===== src/rtl/huffman_pkg.sv =====
// Shared definitions for the canonical Huffman code generator: default
// geometry, FSM state encoding and the Code_out field layout.
package huffman_pkg;

    // Default table geometry.
    localparam int HC_NSYM_DEF   = 10;
    localparam int HC_MAXLEN_DEF = 9;
    localparam int HC_LW_DEF     = 4;
    localparam int HC_SW_DEF     = 4;

    // Code_out = {length, code}: the code sits right-aligned in the low
    // MAXLEN bits and the length field starts at bit MAXLEN.
    localparam int HC_CODE_LSB = 0;
    localparam int HC_LEN_LSB_DEF = HC_MAXLEN_DEF;

    typedef enum logic [2:0] {
        ST_IDLE = 3'd0,
        ST_LOAD = 3'd1,
        ST_NEXT = 3'd2,
        ST_EMIT = 3'd3,
        ST_DONE = 3'd4
    } hc_state_t;

endpackage


===== src/rtl/huffman_next_code.sv =====
// Length histogram (bl_count) and next_code register file.  Runs the
// canonical recurrence one length per step and flags oversubscription of a
// length while that length's first code is being computed.
module huffman_next_code #(
    parameter int MAXLEN = 9,
    parameter int LW     = 4
) (
    input  logic              clk,
    input  logic              rst,
    input  logic              i_clear,
    input  logic              i_cnt_en,
    input  logic [LW-1:0]     i_cnt_len,
    input  logic              i_step_en,
    input  logic [LW-1:0]     i_step_b,
    input  logic              i_use_en,
    input  logic [LW-1:0]     i_use_len,
    output logic [MAXLEN-1:0] o_code,
    output logic              o_oversub
);

    localparam int CW = MAXLEN + 1;
    localparam logic [CW-1:0] C_ONE   = CW'(1);
    localparam logic [LW-1:0] L_ONE   = LW'(1);
    localparam logic [LW-1:0] LEN_MAX = LW'(MAXLEN);

    logic [CW-1:0] r_bl_count  [0:MAXLEN];
    logic [CW-1:0] r_next_code [0:MAXLEN];
    logic [CW-1:0] r_code;

    logic [CW-1:0] w_prev_cnt;
    logic [CW-1:0] w_sum;
    logic [CW-1:0] w_code_new;
    logic [CW:0]   w_check;
    logic [CW:0]   w_limit;

    // Recurrence for length b: code = (code + bl_count[b-1]) << 1, with the
    // unused-symbol bucket bl_count[0] excluded; plus the 2^b capacity test.
    always_comb begin
        w_prev_cnt = '0;
        if (i_step_b > L_ONE) begin
            w_prev_cnt = r_bl_count[i_step_b - L_ONE];
        end
        w_sum      = r_code + w_prev_cnt;
        w_code_new = w_sum << 1;
        w_check    = {1'b0, w_code_new} + {1'b0, r_bl_count[i_step_b]};
        w_limit    = (CW+1)'(1) << i_step_b;
        o_oversub  = i_step_en && (w_check > w_limit);
        o_code     = '0;
        if (i_use_len <= LEN_MAX) begin
            o_code = r_next_code[i_use_len][MAXLEN-1:0];
        end
    end

    // Histogram counting, recurrence steps and per-length code increments.
    always_ff @(posedge clk or posedge rst) begin
        if (rst) begin
            for (int i = 0; i <= MAXLEN; i++) begin
                r_bl_count[i]  <= '0;
                r_next_code[i] <= '0;
            end
            r_code <= '0;
        end else if (i_clear) begin
            for (int i = 0; i <= MAXLEN; i++) begin
                r_bl_count[i]  <= '0;
                r_next_code[i] <= '0;
            end
            r_code <= '0;
        end else begin
            if (i_cnt_en) begin
                r_bl_count[i_cnt_len] <= r_bl_count[i_cnt_len] + C_ONE;
            end
            if (i_step_en) begin
                r_next_code[i_step_b] <= w_code_new;
                r_code                <= w_code_new;
            end
            if (i_use_en) begin
                r_next_code[i_use_len] <= r_next_code[i_use_len] + C_ONE;
            end
        end
    end

endmodule


===== src/rtl/huffman_canon_gen.sv =====
// Canonical Huffman code generator: loads NSYM code lengths, builds the
// next_code table, then emits {length, code} for every symbol in order.
//
// Handshakes: a transfer happens on a rising clock edge where valid and
// ready are both high.  The producer holds valid and its data stable until
// that edge; ready may change freely and never waits on valid.
module huffman_canon_gen
    import huffman_pkg::*;
#(
    parameter int NSYM   = HC_NSYM_DEF,
    parameter int MAXLEN = HC_MAXLEN_DEF,
    parameter int LW     = HC_LW_DEF,
    parameter int SW     = HC_SW_DEF
) (
    input  logic                 Clk_in,
    input  logic                 Rst,
    input  logic                 Start_code,
    input  logic                 Len_valid,
    input  logic [LW-1:0]        Len_in,
    output logic                 Len_ready,
    output logic                 Code_valid,
    input  logic                 Code_ready,
    output logic [SW-1:0]        Code_sym,
    output logic [LW+MAXLEN-1:0] Code_out,
    output logic                 Fin,
    output logic                 Err,
    output logic [2:0]           o_dbg_state
);

    localparam logic [SW:0]   SYM_LAST = (SW+1)'(NSYM - 1);
    localparam logic [SW:0]   SYM_END  = (SW+1)'(NSYM);
    localparam logic [SW:0]   SYM_ONE  = (SW+1)'(1);
    localparam logic [LW-1:0] LEN_MAX  = LW'(MAXLEN);
    localparam logic [LW-1:0] LEN_ONE  = LW'(1);

    hc_state_t             r_state;
    hc_state_t             w_state_nxt;
    logic                  r_start_d;
    logic [SW:0]           r_sym_idx;
    logic [LW-1:0]         r_bit_idx;
    logic [LW-1:0]         r_len_mem [0:NSYM-1];
    logic                  r_err;
    logic                  r_code_valid;
    logic [SW-1:0]         r_code_sym;
    logic [LW+MAXLEN-1:0]  r_code_out;

    logic                  w_start_rise;
    logic                  w_clear;
    logic                  w_len_hs;
    logic                  w_last_len;
    logic                  w_next_last;
    logic                  w_code_hs;
    logic                  w_emit_load;
    logic                  w_emit_last;
    logic [LW-1:0]         w_emit_len;
    logic [MAXLEN-1:0]     w_nc;
    logic                  w_oversub;

    // Event decode shared by the FSM and the datapath.
    always_comb begin
        w_start_rise = Start_code && !r_start_d;
        w_clear      = (r_state == ST_IDLE) && w_start_rise;
        w_len_hs     = (r_state == ST_LOAD) && Len_valid;
        w_last_len   = w_len_hs && (r_sym_idx == SYM_LAST);
        w_next_last  = (r_state == ST_NEXT) && (r_bit_idx == LEN_MAX);
        w_code_hs    = r_code_valid && Code_ready;
        w_emit_load  = (r_state == ST_EMIT) && (r_sym_idx < SYM_END) &&
                       (!r_code_valid || Code_ready);
        w_emit_last  = (r_state == ST_EMIT) && w_code_hs && (r_sym_idx == SYM_END);
        w_emit_len   = '0;
        if (r_sym_idx < SYM_END) begin
            w_emit_len = r_len_mem[r_sym_idx[SW-1:0]];
        end
    end

    // State register.
    always_ff @(posedge Clk_in or posedge Rst) begin
        if (Rst) r_state <= ST_IDLE;
        else     r_state <= w_state_nxt;
    end

    // Next-state logic; an invalid table skips EMIT entirely.
    always_comb begin
        w_state_nxt = r_state;
        case (r_state)
            ST_IDLE: if (w_start_rise) w_state_nxt = ST_LOAD;
            ST_LOAD: if (w_last_len)   w_state_nxt = ST_NEXT;
            ST_NEXT: if (w_next_last)  w_state_nxt = (r_err || w_oversub) ? ST_DONE : ST_EMIT;
            ST_EMIT: if (w_emit_last)  w_state_nxt = ST_DONE;
            ST_DONE: w_state_nxt = ST_IDLE;
            default: w_state_nxt = ST_IDLE;
        endcase
    end

    // State-decoded outputs.
    always_comb begin
        Len_ready   = (r_state == ST_LOAD);
        Fin         = (r_state == ST_DONE);
        o_dbg_state = r_state;
    end

    // Previous Start_code level; a start needs a fresh rising edge.
    always_ff @(posedge Clk_in or posedge Rst) begin
        if (Rst) r_start_d <= 1'b0;
        else     r_start_d <= Start_code;
    end

    // Symbol index (LOAD and EMIT) and bit-length index (NEXT).
    always_ff @(posedge Clk_in or posedge Rst) begin
        if (Rst) begin
            r_sym_idx <= '0;
            r_bit_idx <= '0;
        end else begin
            if (w_clear)          r_sym_idx <= '0;
            else if (w_len_hs)    r_sym_idx <= w_last_len ? '0 : r_sym_idx + SYM_ONE;
            else if (w_emit_load) r_sym_idx <= r_sym_idx + SYM_ONE;
            if (w_last_len)                              r_bit_idx <= LEN_ONE;
            else if ((r_state == ST_NEXT) && !w_next_last) r_bit_idx <= r_bit_idx + LEN_ONE;
        end
    end

    // Sticky error: out-of-range length or an oversubscribed length.
    always_ff @(posedge Clk_in or posedge Rst) begin
        if (Rst) begin
            r_err <= 1'b0;
        end else if (w_clear) begin
            r_err <= 1'b0;
        end else begin
            if (w_len_hs && (Len_in > LEN_MAX))     r_err <= 1'b1;
            if ((r_state == ST_NEXT) && w_oversub) r_err <= 1'b1;
        end
    end

    // Per-symbol length store, filled in symbol order.
    always_ff @(posedge Clk_in or posedge Rst) begin
        if (Rst) begin
            for (int i = 0; i < NSYM; i++) r_len_mem[i] <= '0;
        end else if (w_clear) begin
            for (int i = 0; i < NSYM; i++) r_len_mem[i] <= '0;
        end else if (w_len_hs) begin
            r_len_mem[r_sym_idx[SW-1:0]] <= Len_in;
        end
    end

    // Registered code output; refilled on the edge the current word leaves.
    always_ff @(posedge Clk_in or posedge Rst) begin
        if (Rst) begin
            r_code_valid <= 1'b0;
            r_code_sym   <= '0;
            r_code_out   <= '0;
        end else if (w_emit_load) begin
            r_code_valid <= 1'b1;
            r_code_sym   <= r_sym_idx[SW-1:0];
            r_code_out   <= (w_emit_len == '0) ? '0 : {w_emit_len, w_nc};
        end else if (w_code_hs) begin
            r_code_valid <= 1'b0;
        end
    end

    assign Code_valid = r_code_valid;
    assign Code_sym   = r_code_sym;
    assign Code_out   = r_code_out;
    assign Err        = r_err;

    huffman_next_code #(
        .MAXLEN (MAXLEN),
        .LW     (LW)
    ) u_next_code (
        .clk       (Clk_in),
        .rst       (Rst),
        .i_clear   (w_clear),
        .i_cnt_en  (w_len_hs && (Len_in <= LEN_MAX)),
        .i_cnt_len (Len_in),
        .i_step_en (r_state == ST_NEXT),
        .i_step_b  (r_bit_idx),
        .i_use_en  (w_emit_load && (w_emit_len != '0)),
        .i_use_len (w_emit_len),
        .o_code    (w_nc),
        .o_oversub (w_oversub)
    );

endmodule

===== config.mk =====
export PLATFORM = sky130hd
export DESIGN_NAME = huffman_canon_gen
export DESIGN_NICKNAME = d
export VERILOG_FILES = /design/src/rtl/huffman_pkg.sv /design/src/rtl/huffman_next_code.sv /design/src/rtl/huffman_canon_gen.sv
export SDC_FILE = /design/constraint.sdc
export NUM_CORES = 1
export LEC_CHECK = 0
export BUFFER_PORTS_ARGS = -buffer_cell sky130_fd_sc_hd__buf_4
export CAP_MARGIN = 20
export CORE_MARGIN = 2
export CORE_UTILIZATION = 40
export DETAILED_ROUTE_END_ITERATION = 10
export GPL_TIMING_DRIVEN = 1
export PLACE_DENSITY_LB_ADDON = 0.08
export SLEW_MARGIN = 5
export SYNTH_ARGS = -nofsm -noshare
export SYNTH_HDL_FRONTEND = slang
export SYNTH_HIERARCHICAL = 1
export SYNTH_SLANG_ARGS = --single-unit

===== constraint.sdc =====
create_clock -name Clk_in -period 6.92 [get_ports Clk_in]
set_clock_uncertainty 0.1 [all_clocks]
set_input_delay 1.384 -clock Clk_in [delete_from_list [all_inputs] [get_ports Clk_in]]
set_output_delay 1.384 -clock Clk_in [all_outputs]
set_load 0.02 [all_outputs]

Word-level counts from Yosys, hierarchy flattened
Index checks and enable logic that the tools add are counted. W data, S select, Z words.

Word-level logic and storage cells: 172. Register bits: 281. Bits of input ports: 9. Output and inout bits: 24.

Equal/unequal tests: 11. Bitwise operators: 5. $add $sub $neg: 7. Multiplexer cells: 58. $lt $le $gt $ge: 15. Shifts and indexed selects: 1. Reduce and logical (&&, ||, !) cells: 36.

Operators by type and width (count): $mux W100 (6); $bwmux W100 (3); $bmux W10 S4 (4); $demux W10 S4 (3); $mux W10 (9); $mux W40 (2); $mux W9 (6); $bwmux W40 (1); $ge A5 B5 Y1 const B (5); $not A4 Y5 (5); $mux W4 (6); $add A10 B1 Y10 const B (2); $logic_and A1 B1 Y1 (20); $lt A5 B1 Y1 const B (4); $mux W5 (4); $bmux W4 S4 (1); $demux W4 S4 (1); $mux W3 (5); $mux W13 (1); $pmux W3 S4 (1); $add A10 B10 Y11 (1); $gt A11 B11 Y1 (1); $shl A1 B4 Y11 const A (1); $eq A5 B4 Y1 const B (2); 23 further kinds (39).

Longest topological paths before layout
Gate-level depths: netlist (run 1).

Depth in word-level cells: 14. Gate-level depth with buffers: 32. Depth with buffers taken out: 25.

Hierarchy
The synthesis (run 1) kept the hierarchy.

Modules (own cells, without submodules): huffman_next_code (area each 12979.9 um^2, cells each 1346, seq. area each 4954.8 um^2, instances 1); huffman_canon_gen (area each 3599.7 um^2, cells each 363, seq. area each 1801.7 um^2, instances 1).

Worst setup path after synthesis (run 1)
Ideal clock, no wire load.

Path type: register -> register. Start: register r_bit_idx[0]. End: register r_state[0], in the netlist o_dbg_state[0]. Required time: 6.692 ns. Path buffers: 7. Cell stages (with the launch flop): 33. Clock period less this slack: 7.023 ns. Arrival time: 6.795 ns. Path slack: -0.103 ns. Setup time: 0.128 ns. Cells stage by stage: dfrtp_1 > buf_2 > buf_2 > buf_2 > buf_2 > inv_1 > ha_1 > clkbuf_1 > clkbuf_1 > mux4_2 > mux2i_1 > a211oi_1 > ha_1 > fa_1 > a21o_1 > a21oi_1 > o21bai_1 > a21oi_1 > xnor2_1 > clkbuf_1 > ha_1 > a21oi_1 > o21ai_0 > xor2_1 > ha_1 > and4_1 > nand2_1 > o21bai_1 > a31oi_1 > nor2_1 > nand2_1 > a211oi_1 > mux2_1.

Cells in the longest elaborated chain, start to end: 14. Elaborated cells between the ends (all ways): 24. Classes of those cells: add/sub: 3; order compare: 2; eq/ne: 2; shift: 1; mux: 10; bitwise: 2; reduce/logical: 4.

Ends and longest elaborated chain: start: declaration (RTL line huffman_canon_gen.sv:40) `logic [LW-1:0] r_bit_idx;`; start signal: assignment (RTL line huffman_canon_gen.sv:118) `else if ((r_state == ST_NEXT) && !w_next_last) r_bit_idx <= r_bit_idx + LEN_ONE;`; $sub A4 B1 Y4 (RTL line huffman_next_code.sv:41) `w_prev_cnt = r_bl_count[i_step_b - L_ONE];`; $not A4 Y5 (implied by the code) (RTL line huffman_next_code.sv:41); $bmux W10 S4 (RTL line huffman_next_code.sv:41); $mux W9 (implied by the code) (2 in series) (RTL line huffman_next_code.sv:41); $mux W9 (RTL line huffman_next_code.sv:40) `if (i_step_b > L_ONE) begin`; $add A9 B9 Y9 (RTL line huffman_next_code.sv:43) `w_sum = r_code + w_prev_cnt;`; $add A10 B10 Y11 (RTL line huffman_next_code.sv:45) `w_check = {1'b0, w_code_new} + {1'b0, r_bl_count[i_step_b]};`; $gt A11 B11 Y1 (*) (RTL line huffman_next_code.sv:47) `o_oversub = i_step_en && (w_check > w_limit);`; $logic_and A1 B1 Y1 (*) (RTL line huffman_next_code.sv:47); named net w_oversub (RTL line huffman_canon_gen.sv:57) `logic w_oversub;`; $logic_or A1 B1 Y1 (*) (RTL line huffman_canon_gen.sv:88) `ST_NEXT: if (w_next_last) w_state_nxt = (r_err || w_oversub) ? ST_DONE : ST_EMIT;`; $mux W3 (*) (2 in series) (RTL line huffman_canon_gen.sv:88); $pmux W3 S4 (*) (RTL line huffman_canon_gen.sv:85) `case (r_state)`; end signal: assignment (RTL line huffman_canon_gen.sv:79) `else r_state <= w_state_nxt;`; end: declaration (RTL line huffman_canon_gen.sv:36) `hc_state_t r_state;`.

Mark *: on every way through the listed nets, which the timed path passes. The rest lies on a longest branch. The select of a mux whose other input is x is not followed. A chain may end at the register's enable or synchronous reset.

Worst setup path in the final report (run 1)
Ends and elaborated chain as after synthesis.

==> impl_metrics.csv, run 1 <==
group,metric,value,unit
yosys,synth_flop_cell,"dfrtp_1",
floorplan,row_count,74,
finish,fillers,3921,
drt,drcViolationCount,0,
worst_setup_path,critical_path_class,"flop to flop",
timing,finalMaxSlewViolations,0,
clock_tree,cts_hold_buf,0,
clock_tree,numCtsBuffers,35,
timing,finalCriticalPeriod,5.998,ns
yosys,synth_seq_cells,270,
global_routing,antenna_found_initial,0,
outcome,status,"completed",
timing,setup_tns,0,ns
global_routing,track_usage,25.56,%
yosys,ys_seq_area_share,40.75,%
global_routing,grt_pass1_wl,85.28,mm
clock_tree,tritoncts,"yes",
floorplan,fp.dieH,207.6,um
place,gp_congestion,0.8882,
clock_tree,postCtsSetupBuffers,0,
pwr,ir_drop,0.1676,mV
clock_tree,clk_pin_slew_worst_paths,0.06,ns
drt,vias,13690,
drt,antenna_left,0,
timing,hold_viol_final,0,
worst_setup_path,cp-start-kind,"flop",
worst_setup_path,crit_path_end_kind,"flop",
worst_setup_path,path_buf_inv,4,
timing,setup_viol,0,
timing,finalCritPeriodShare,86.67,%
floorplan,die_x,207.6,um
global_routing,grt_pass1_vias,13680,
finish,post-route-util,45.12,%
worst_setup_path,cp_data_required_time,7.26,ns
yosys,synth_edf_count,0,
pwr,power.density,231.6,nW/um2
yosys,synth_most_common_cell,"dfrtp_1",
run,cap_viol_max_count,0,
finish,drive_gt1_share,13.19,%
worst_setup_path,crit_path_top_delay_cell,"dfrtp_4",
drt,wire_per_inst,24.45,um
yosys,synthTopCellsByArea,"dfrtp_1 41%, mux2i_1 7.5%, mux4_2 6.8%, nand2_1 5.2%, a21oi_1 3.7%",
clock_tree,clock_sinks,270,
timing,max-slew-margin-rel,24.32,%
finish,diodes,0,
yosys,synth_top_area_cell,"dfrtp_1",
clock_tree,htreeDepth,2,
yosys,synth_top_area_share,40.75,%
drt,drt_pass1_iterations,5,
worst_setup_path,cpMostUsedCell,"ha_1",
min_path,hold_path.class,"flop to flop",
clock_tree,cts-root-buf,"clkbuf_16",
clock_tree,cts_buffer_depth,3,
timing,rsz0062_at_grt,"no",
yosys,syn_inst,1709,
clock_tree,post_cts_resized,0,
clock_tree,clk_latency,0.55,ns
worst_setup_path,cpPeakStageDelay,0.47,ns
floorplan,initial_core_util,40.60,%
yosys,syn-num-nets,1762,
yosys,async_reset_ff_share,100.0,%
yosys,yosysWarnings,6,
place,numPortBuffers,32,
floorplan,core_area,40830,um2
timing,tightest_slew,1.127,ns
yosys,synth_top_cells_by_count,"270 x dfrtp_1, 230 x nand2_1, 148 x nor2_1",
timing,fmax,166.7,MHz
finish,layout.nets,1752,
worst_setup_path,cp_max_fo,11,
global_routing,overflow,0,
global_routing,grt_max_degree,174,
yosys,syn-cell-area,16580,um2
yosys,synth.distinct_cells,81,
drt,drt_iter0_markers,1201,
worst_setup_path,critPathArrivalTime,6.33,ns
worst_setup_path,path_delay_family,"compound AO/OA/AOI/OAI gates",
finish,syn_to_final_growth,11.12,%
drt,wl,55.09,mm
drt,vias_per_cell,6.078,
place,dp.final_hpwl,37.43,mm
floorplan,dieArea,43090,um2
yosys,syn_avg_cell_area,9.701,um2
pwr,static-leakage-power,7.973,nW
floorplan,ios,33,
power by group:
group,switching [mW],internal (mW),total (mW)
Clock,0.711,1.07,1.78
Combinational,0.551,0.249,0.800
Sequential,0.0760,1.61,1.69
per-stage QoR:
stage | cell area [um2] | setup slack (ns) | std cells | power (mW) | hold WS [ns]
2_1_floorplan | 16580 | 0.02625 | 1709 | 2.266 | 0.3609
3_3_place_gp | 17320 | 1.003 | 2194 | 2.511 | 0.3679
3_5_place_dp | 17320 | 0.9072 | 2194 | 2.512 | 0.3759
4_1_cts | 18420 | 0.8774 | 2253 | 4.306 | 0.3895
5_1_grt | 18420 | 0.4522 | 2253 | 4.436 | 0.4264
6_report | 18420 | 0.9225 | 2253 | 4.266 | 0.3805
kinds of logic after synthesis:
family | share of synthesized area [%]
adders and majority gates | 3.411
AOI/OAI and AO/OA | 18.50
muxes | 15.61
and+or+nand+nor | 15.27
buffers and inverters | 4.120
xor gates and xnor gates | 2.332
DFF | 40.75
state kept, by name (all words and copies together), names as in the netlist:
register                 cells
Code_out                    13
Code_sym                     4
Code_valid                   1
Err                          1
o_dbg_state                  3
r_bit_idx                    4
r_len_mem                   40
r_start_d                    1
r_sym_idx                    5
u_next_code/r_bl_count     100
u_next_code/r_code           8
u_next_code/r_next_code     90
layout by cell type (no fill, tap or decap), types with 12 or more instances in the layout:
cell       synthesis  routed
nor2b_1           13      13
nand2b_1          14      14
dfrtp_1          270     269
xnor2_1           19      19
mux2i_1          124     124
a221oi_1          21      21
o221ai_1          14      14
inv_1             31      29
buf_4              9      74
or3_1             12      12
a211oi_1          70      70
a31oi_1           13      12
mux2_2            14      14
o22ai_1           14      14
mux4_2            50      50
nand2_1          230     230
nand3_1           70      70
o21ai_0           92      92
a22o_1            39      39
ha_1              42      42
clkbuf_16          0      36
nor2_1           148     145
a21oi_1          124     124
layout make-up:
cell class                 count  area, um2  share of cell area (%)
clock buffer                  53       1035                   5.616
clock inverter                 6      70.07                  0.3803
inverter                      32      127.6                  0.6927
multi-input combinational   1285       9190                   49.88
sequential                   270       6760                   36.69
tap                          532      665.6                   3.613
timing repair buffer          75      575.6                   3.124
path summary, 6_finish.rpt:
| path | startpoint | to | slack, ns | depth (start not counted) |
|---|---|---|---|---|
| min | Code_sym[3] | Code_sym[3] | 0.38 | 2 |
| max reg2reg | r_bit_idx[0] | o_dbg_state[0] | 0.92 | 26 |
| min reg2reg | Code_sym[3] | Code_sym[3] | 0.38 | 2 |
| min in group asynchronous | Rst | u_next_code/r_next_code[14] | 0.82 | 2 |
| max in group asynchronous | Rst | u_next_code/r_next_code[28] | 4.56 | 3 |
| max | r_bit_idx[0] | o_dbg_state[0] | 0.92 | 26 |
worst reg2reg max path, delay by kind of cell, from the launching register on:
kind	cells	cell delay (ns)
muxes	2	0.44
DFF	1	0.47
buffers and inverters	4	0.60
AOI/OAI and AO/OA	9	1.83
and+or+nand+nor	4	0.42
adders and majority gates	5	1.70
xor gates and xnor gates	2	0.31
per-layer routing:
layer	GRT usage (%)	vias up	wire (um)
met5	0	-	0
met4	11.16	0	2312
met3	3.162	117	2622
met2	41.70	401	26050
met1	34.29	6916	24100
li1	-	6259	-
Power figures use the tool's default switching activity.
==> inputs of run 2 (changes only) <==
--- a/config.mk
+++ b/config.mk
@@ -5,6 +5,7 @@
 export SDC_FILE = /design/constraint.sdc
 export NUM_CORES = 1
 export LEC_CHECK = 0
+export ABC_AREA = 1
 export BUFFER_PORTS_ARGS = -buffer_cell sky130_fd_sc_hd__buf_4
 export CAP_MARGIN = 20
 export CORE_MARGIN = 2
@@ -12,7 +13,6 @@
 export DETAILED_ROUTE_END_ITERATION = 10
 export GPL_TIMING_DRIVEN = 1
 export PLACE_DENSITY_LB_ADDON = 0.08
-export SLEW_MARGIN = 5
 export SYNTH_ARGS = -nofsm -noshare
 export SYNTH_HDL_FRONTEND = slang
 export SYNTH_HIERARCHICAL = 1
==> impl_metrics.csv, run 2 <==
group,metric,value,unit
outcome,status,"completed",
floorplan,die_x,211.5,um
global_routing,grt_pass1_vias,16300,
floorplan,initial_core_util,40.24,%
clock_tree,htreeDepth,2,
timing,finalMaxSlewViolations,0,
finish,multi_input_area,8840,um2
clock_tree,numCtsBuffers,37,
pwr,ir_drop,0.4076,mV
timing,fmax,169.2,MHz
worst_setup_path,path_delay_family,"simple AND/OR/NAND/NOR gates",
clock_tree,post_cts_resized,0,
place,dp_slack,1.116,ns
timing,setup_tns,0,ns
global_routing,overflow,0,
clock_tree,cts-root-buf,"clkbuf_16",
worst_setup_path,critical_path_class,"flop to flop",
finish,final_common_cell,"nand2_1",
yosys,async_reset_ff_share,100.0,%
timing,setup_ws,1.009,ns
worst_setup_path,path_buf_inv,7,
worst_setup_path,cpPeakStageDelay,0.49,ns
drt,drt_pass1_iterations,6,
yosys,synthTopCellsByArea,"dfrtp_1 39%, nand2_1 12%, a21oi_1 8.2%, o21ai_0 6.8%, inv_1 6.3%",
yosys,syn-num-nets,2499,
worst_setup_path,critPathArrivalTime,6.29,ns
floorplan,dieArea,44720,um2
drt,antenna_left,0,
yosys,syn_avg_cell_area,7.040,um2
clock_tree,tritoncts,"yes",
yosys,synth.distinct_cells,52,
worst_setup_path,cp_max_fo,56,
yosys,synth_edf_count,0,
drt,wl,64.53,mm
drt,drcViolationCount,0,
run,cap_viol_max_count,0,
finish,syn_to_final_growth,11.24,%
place,gp_congestion,0.9910,
pwr,static-leakage-power,9.280,nW
worst_setup_path,cp_data_required_time,7.30,ns
place,dp.final_hpwl,45.24,mm
worst_setup_path,cp-start-kind,"flop",
finish,fillers,4456,
drt,vias,17230,
clock_tree,clk_latency,0.55,ns
global_routing,grt_max_degree,139,
drt,drt_iter0_markers,2070,
finish,largest_reg_flops,100,
clock_tree,postCtsSetupBuffers,0,
drt,wire_per_inst,21.38,um
timing,finalCriticalPeriod,5.911,ns
worst_setup_path,crit_path_end_kind,"flop",
finish,post-route-util,44.76,%
clock_tree,clock_sinks,270,
min_path,hold_path.class,"flop to flop",
finish,final_cell_mix,"572 x nand2_1, 288 x inv_1, 283 x a21oi_1",
clock_tree,cts_buffer_depth,3,
floorplan,ios,33,
yosys,synth_top_area_cell,"dfrtp_1",
yosys,syn_inst,2446,
floorplan,row_count,76,
yosys,synth_top_cells_by_count,"572 x nand2_1, 291 x inv_1, 283 x a21oi_1",
clock_tree,cts_hold_buf,0,
finish,register_area,6760,um2
worst_setup_path,rrSetupSlack,1.01,ns
floorplan,fp.dieH,211.5,um
timing,finalCritPeriodShare,85.42,%
finish,drive_gt1_share,8.573,%
clock_tree,clk_pin_slew_worst_paths,0.06,ns
yosys,synth_top_area_share,39.24,%
yosys,synth_seq_cells,270,
global_routing,track_usage,29.08,%
drt,vias_per_cell,5.709,
yosys,yosysWarnings,6,
timing,hold_viol_final,0,
timing,max-slew-margin-rel,24.73,%
pwr,power.density,608.1,nW/um2
global_routing,antenna_found_initial,0,
worst_setup_path,crit_path_top_delay_cell,"dfrtp_4",
finish,layout.nets,2501,
global_routing,grt_pass1_wl,99.28,mm
timing,setup_viol,0,
finish,largest_register,"u_next_code/r_bl_count",
yosys,syn-cell-area,17220,um2
floorplan,core_area,42790,um2
timing,rsz0062_at_grt,"no",
yosys,synth_flop_cell,"dfrtp_1",
finish,largestRegisters,"u_next_code/r_bl_count x100, u_next_code/r_next_code x90, r_len_mem x40",
yosys,synth_most_common_cell,"nand2_1",
place,numPortBuffers,32,
yosys,ys_seq_area_share,39.24,%
finish,diodes,0,
timing,tightest_slew,1.125,ns
## run 2: cell count changes in the layout (fill, tap and decap cells not counted), sizes merged, moves of 21 or more
cell,previous run,this run
o22ai,14,90
nand2,230,586
nand3,70,195
xnor2,25,4
a211oi,75,15
a221oi,21,0
mux4,52,0
mux2i,124,0
inv,32,308
a22o,39,0
o21ai,93,270
a21oi,124,283
## run 2: kinds of logic after synthesis
group	Yosys count	share of synthesized area, %
AOI/OAI and AO/OA	700	21.98
xor gates and xnor gates	13	0.8284
adders and majority gates	44	3.284
buffers and inverters	419	9.483
DFF	270	39.24
and+or+nand+nor	1000	25.19
## run 2: area by class of cell
class                   instances  share of cell area, %
clock buffers                  51                  5.369
clock inverters                13                 0.6597
inverters                     312                  6.153
multi-input cells            1757                  46.15
flip-flops and latches        270                  35.29
well taps                     546                  3.567
repair buffers                 70                  2.809
## run 2: where the power goes
group | switching [mW] | internal [mW]
logic | 5.23 | 2.17
registers | 0.314 | 2.07
clock network | 0.748 | 1.11
## run 2: per-layer routing
| metal | global-route usage (%) | up-vias | share of wire (%) |
|---|---|---|---|
| met5 | 0 | - | 0 |
| met1 | 42.46 | 8238 | 46 |
| met3 | 4.643 | 120 | 7.6 |
| li1 | - | 8162 | - |
| met2 | 44.17 | 714 | 44 |
| met4 | 8.766 | 0 | 2.7 |
## run 2: path summary, 6_finish.rpt
kind | start | endpoint | depth (start not counted)
min | u_next_code/r_bl_count[17] | u_next_code/r_bl_count[17] | 2
max reg2reg | r_bit_idx[0] | o_dbg_state[1] | 31
max in group asynchronous | Rst | u_next_code/r_bl_count[35] | 3
min in group asynchronous | Rst | u_next_code/r_next_code[15] | 2
max | r_bit_idx[0] | o_dbg_state[1] | 31
min reg2reg | u_next_code/r_bl_count[17] | u_next_code/r_bl_count[17] | 2
## run 2: tightest hold or removal path: stages, from the launching register on
cell and delay, ns:
dfrtp_1 0.34, nand2_1 0.05, nand2_1 0.05
## run 2: stage by stage
stage               power (mW)  cell area (um2)  instances  hold WS, ns
finish                   11.65            19150       3019       0.3835
global route             12.51            19150       3019       0.4105
CTS                      11.53            19150       3018       0.3852
detailed placement       9.617            17990       2954       0.3712
global placement         9.544            17980       2953       0.3678
floorplan                7.211            17220       2446       0.3491
==> inputs of run 3 (changes only) <==
--- a/config.mk
+++ b/config.mk
@@ -12,6 +12,7 @@
 export CORE_UTILIZATION = 40
 export DETAILED_ROUTE_END_ITERATION = 10
 export GPL_TIMING_DRIVEN = 1
+export MAX_ROUTING_LAYER = met4
 export PLACE_DENSITY_LB_ADDON = 0.08
 export SYNTH_ARGS = -nofsm -noshare
 export SYNTH_HDL_FRONTEND = slang
==> impl_metrics.csv, run 3 (synthesized netlist as in run 2, its figures left out) <==
group,metric,value,unit
outcome,status,"completed",
timing,hold_viol_final,0,
drt,wl,64.07,mm
timing,finalMaxSlewViolations,0,
clock_tree,clock_sinks,270,
clock_tree,clk_pin_slew_worst_paths,0.06,ns
drt,wl_met3,5.816,mm
drt,met1_length,27.97,mm
clock_tree,htreeDepth,2,
timing,max-slew-margin-rel,28.42,%
worst_setup_path,critPathArrivalTime,6.41,ns
drt,vias_per_cell,5.771,
worst_setup_path,cp-start-kind,"flop",
clock_tree,cts_buffer_depth,3,
place,place_area,17980,um2
clock_tree,cts_hold_buf,0,
min_path,hold_path.class,"flop to flop",
place,dp_slack,0.9342,ns
timing,rsz0062_at_grt,"no",
run,cap_viol_max_count,0,
finish,largest_reg_flops,100,
place,dp.final_hpwl,44.98,mm
pwr,static-leakage-power,9.256,nW
pwr,power.density,606.7,nW/um2
timing,finalCriticalPeriod,6.051,ns
drt,met2_wirelength,28.11,mm
worst_setup_path,cp_max_fo,13,
global_routing,grt_max_degree,139,
drt,drt_pass1_iterations,7,
worst_setup_path,cpPeakStageDelay,0.49,ns
global_routing,antenna_found_initial,4,
finish,final_common_cell,"nand2_1",
floorplan,core_area,42790,um2
timing,tightest_slew,1.070,ns
clock_tree,postCtsSetupBuffers,0,
timing,setup_viol,0,
timing,setup_ws,0.8691,ns
floorplan,die_x,211.5,um
finish,final_cell_mix,"572 x nand2_1, 288 x inv_1, 283 x a21oi_1",
drt,top_layer,"met4",
finish,syn_to_final_growth,11.11,%
floorplan,fp.dieH,211.5,um
finish,largestRegisters,"u_next_code/r_bl_count x100, u_next_code/r_next_code x90, r_len_mem x40",
floorplan,row_count,76,
clock_tree,tritoncts,"yes",
place,numPortBuffers,32,
timing,fmax,165.3,MHz
worst_setup_path,critical_path_class,"flop to flop",
drt,antenna_left,0,
worst_setup_path,crit_path_top_delay_cell,"ha_1",
finish,largest_register,"u_next_code/r_bl_count",
finish,fin_area,19130,um2
finish,drive_gt1_share,8.303,%
finish,fillers,4428,
floorplan,ios,33,
drt,vias,17410,
timing,finalCritPeriodShare,87.44,%
pwr,ir_drop,0.3017,mV
worst_setup_path,crit_path_end_kind,"flop",
drt,drt_iter0_markers,1928,
clock_tree,post_cts_resized,0,
floorplan,dieArea,44720,um2
timing,setup_tns,0,ns
drt,drcViolationCount,0,
global_routing,track_usage,29.84,%
clock_tree,numCtsBuffers,35,
finish,layout.nets,2497,
drt,wire_per_inst,21.24,um
place,gp_congestion,0.9730,
worst_setup_path,cp_data_required_time,7.28,ns
global_routing,overflow,0,
global_routing,grt_pass1_wl,98.79,mm
clock_tree,clk_latency,0.54,ns
floorplan,initial_core_util,40.24,%
global_routing,grt_pass1_vias,16310,
worst_setup_path,cpMostUsedCell,"inv_1",
clock_tree,cts-root-buf,"clkbuf_16",
[run 3: cell types whose count changed in the layout (fill, tap and decap cells not counted)]
cell	change
clkinv_2	-3
buf_4	-3
inv_6	-3
buf_6	+1
clkbuf_1	+3
diode_2	+2
clkbuf_8	+1
[run 3: area by class of cell]
type / instances / area, um2 / area share, %
clock buffer: 55 / 1054 / 5.507
tap: 546 / 683.2 / 3.571
sequential: 270 / 6760 / 35.33
inverter: 312 / 1179 / 6.160
timing repair buffer: 68 / 526.8 / 2.753
multi-input combinational: 1757 / 8840 / 46.20
antenna: 2 / 5.005 / 0.02616
clock inverter: 7 / 85.08 / 0.4447
[run 3: power by group]
group / internal, mW / switching (mW) / total [mW]
Combinational: 2.17 / 5.23 / 7.39
Clock: 1.12 / 0.714 / 1.83
Sequential: 2.07 / 0.311 / 2.38
Total: 5.36 / 6.25 / 11.6
[run 3: critical path, delay by kind of cell, from the launching register on]
family	cells	cell delay [ns]
adder cells (fa/ha/maj)	5	1.85
AND/OR/NAND/NOR	13	1.67
AO/OA/AOI/OAI	8	1.18
buffers and inverters	6	0.75
flip-flops	1	0.43
[run 3: worst paths after layout]
kind	from	endpoint	slack [ns]	depth (start not counted)
max	r_bit_idx[0]	o_dbg_state[1]	0.87	32
min reg2reg	Code_out[0]	Code_out[0]	0.38	2
max reg2reg	r_bit_idx[0]	o_dbg_state[1]	0.87	32
min in group asynchronous	Rst	u_next_code/r_next_code[14]	0.81	2
max in group asynchronous	Rst	u_next_code/r_next_code[52]	4.47	3
min	Code_out[0]	Code_out[0]	0.38	2
[run 3: metrics by stage]
| stage | util [%] | hold slack [ns] | cells | power [mW] |
|---|---|---|---|---|
| 3_5_place_dp | 42.02 | 0.3693 | 2952 | 9.605 |
| 3_3_place_gp | 41.99 | 0.3675 | 2951 | 9.537 |
| 4_1_cts | 44.68 | 0.3836 | 3014 | 11.49 |
| 6_report | 44.71 | 0.3786 | 3017 | 11.61 |
| 5_1_grt | 44.71 | 0.4027 | 3017 | 12.54 |
| 2_1_floorplan | - | 0.3491 | 2446 | 7.211 |
[run 3: per-layer routing]
metal,vias up,track usage (%)
met5,-,-
met4,0,11.02
met3,144,5.622
met2,822,44.11
met1,8280,40.71
li1,8165,-
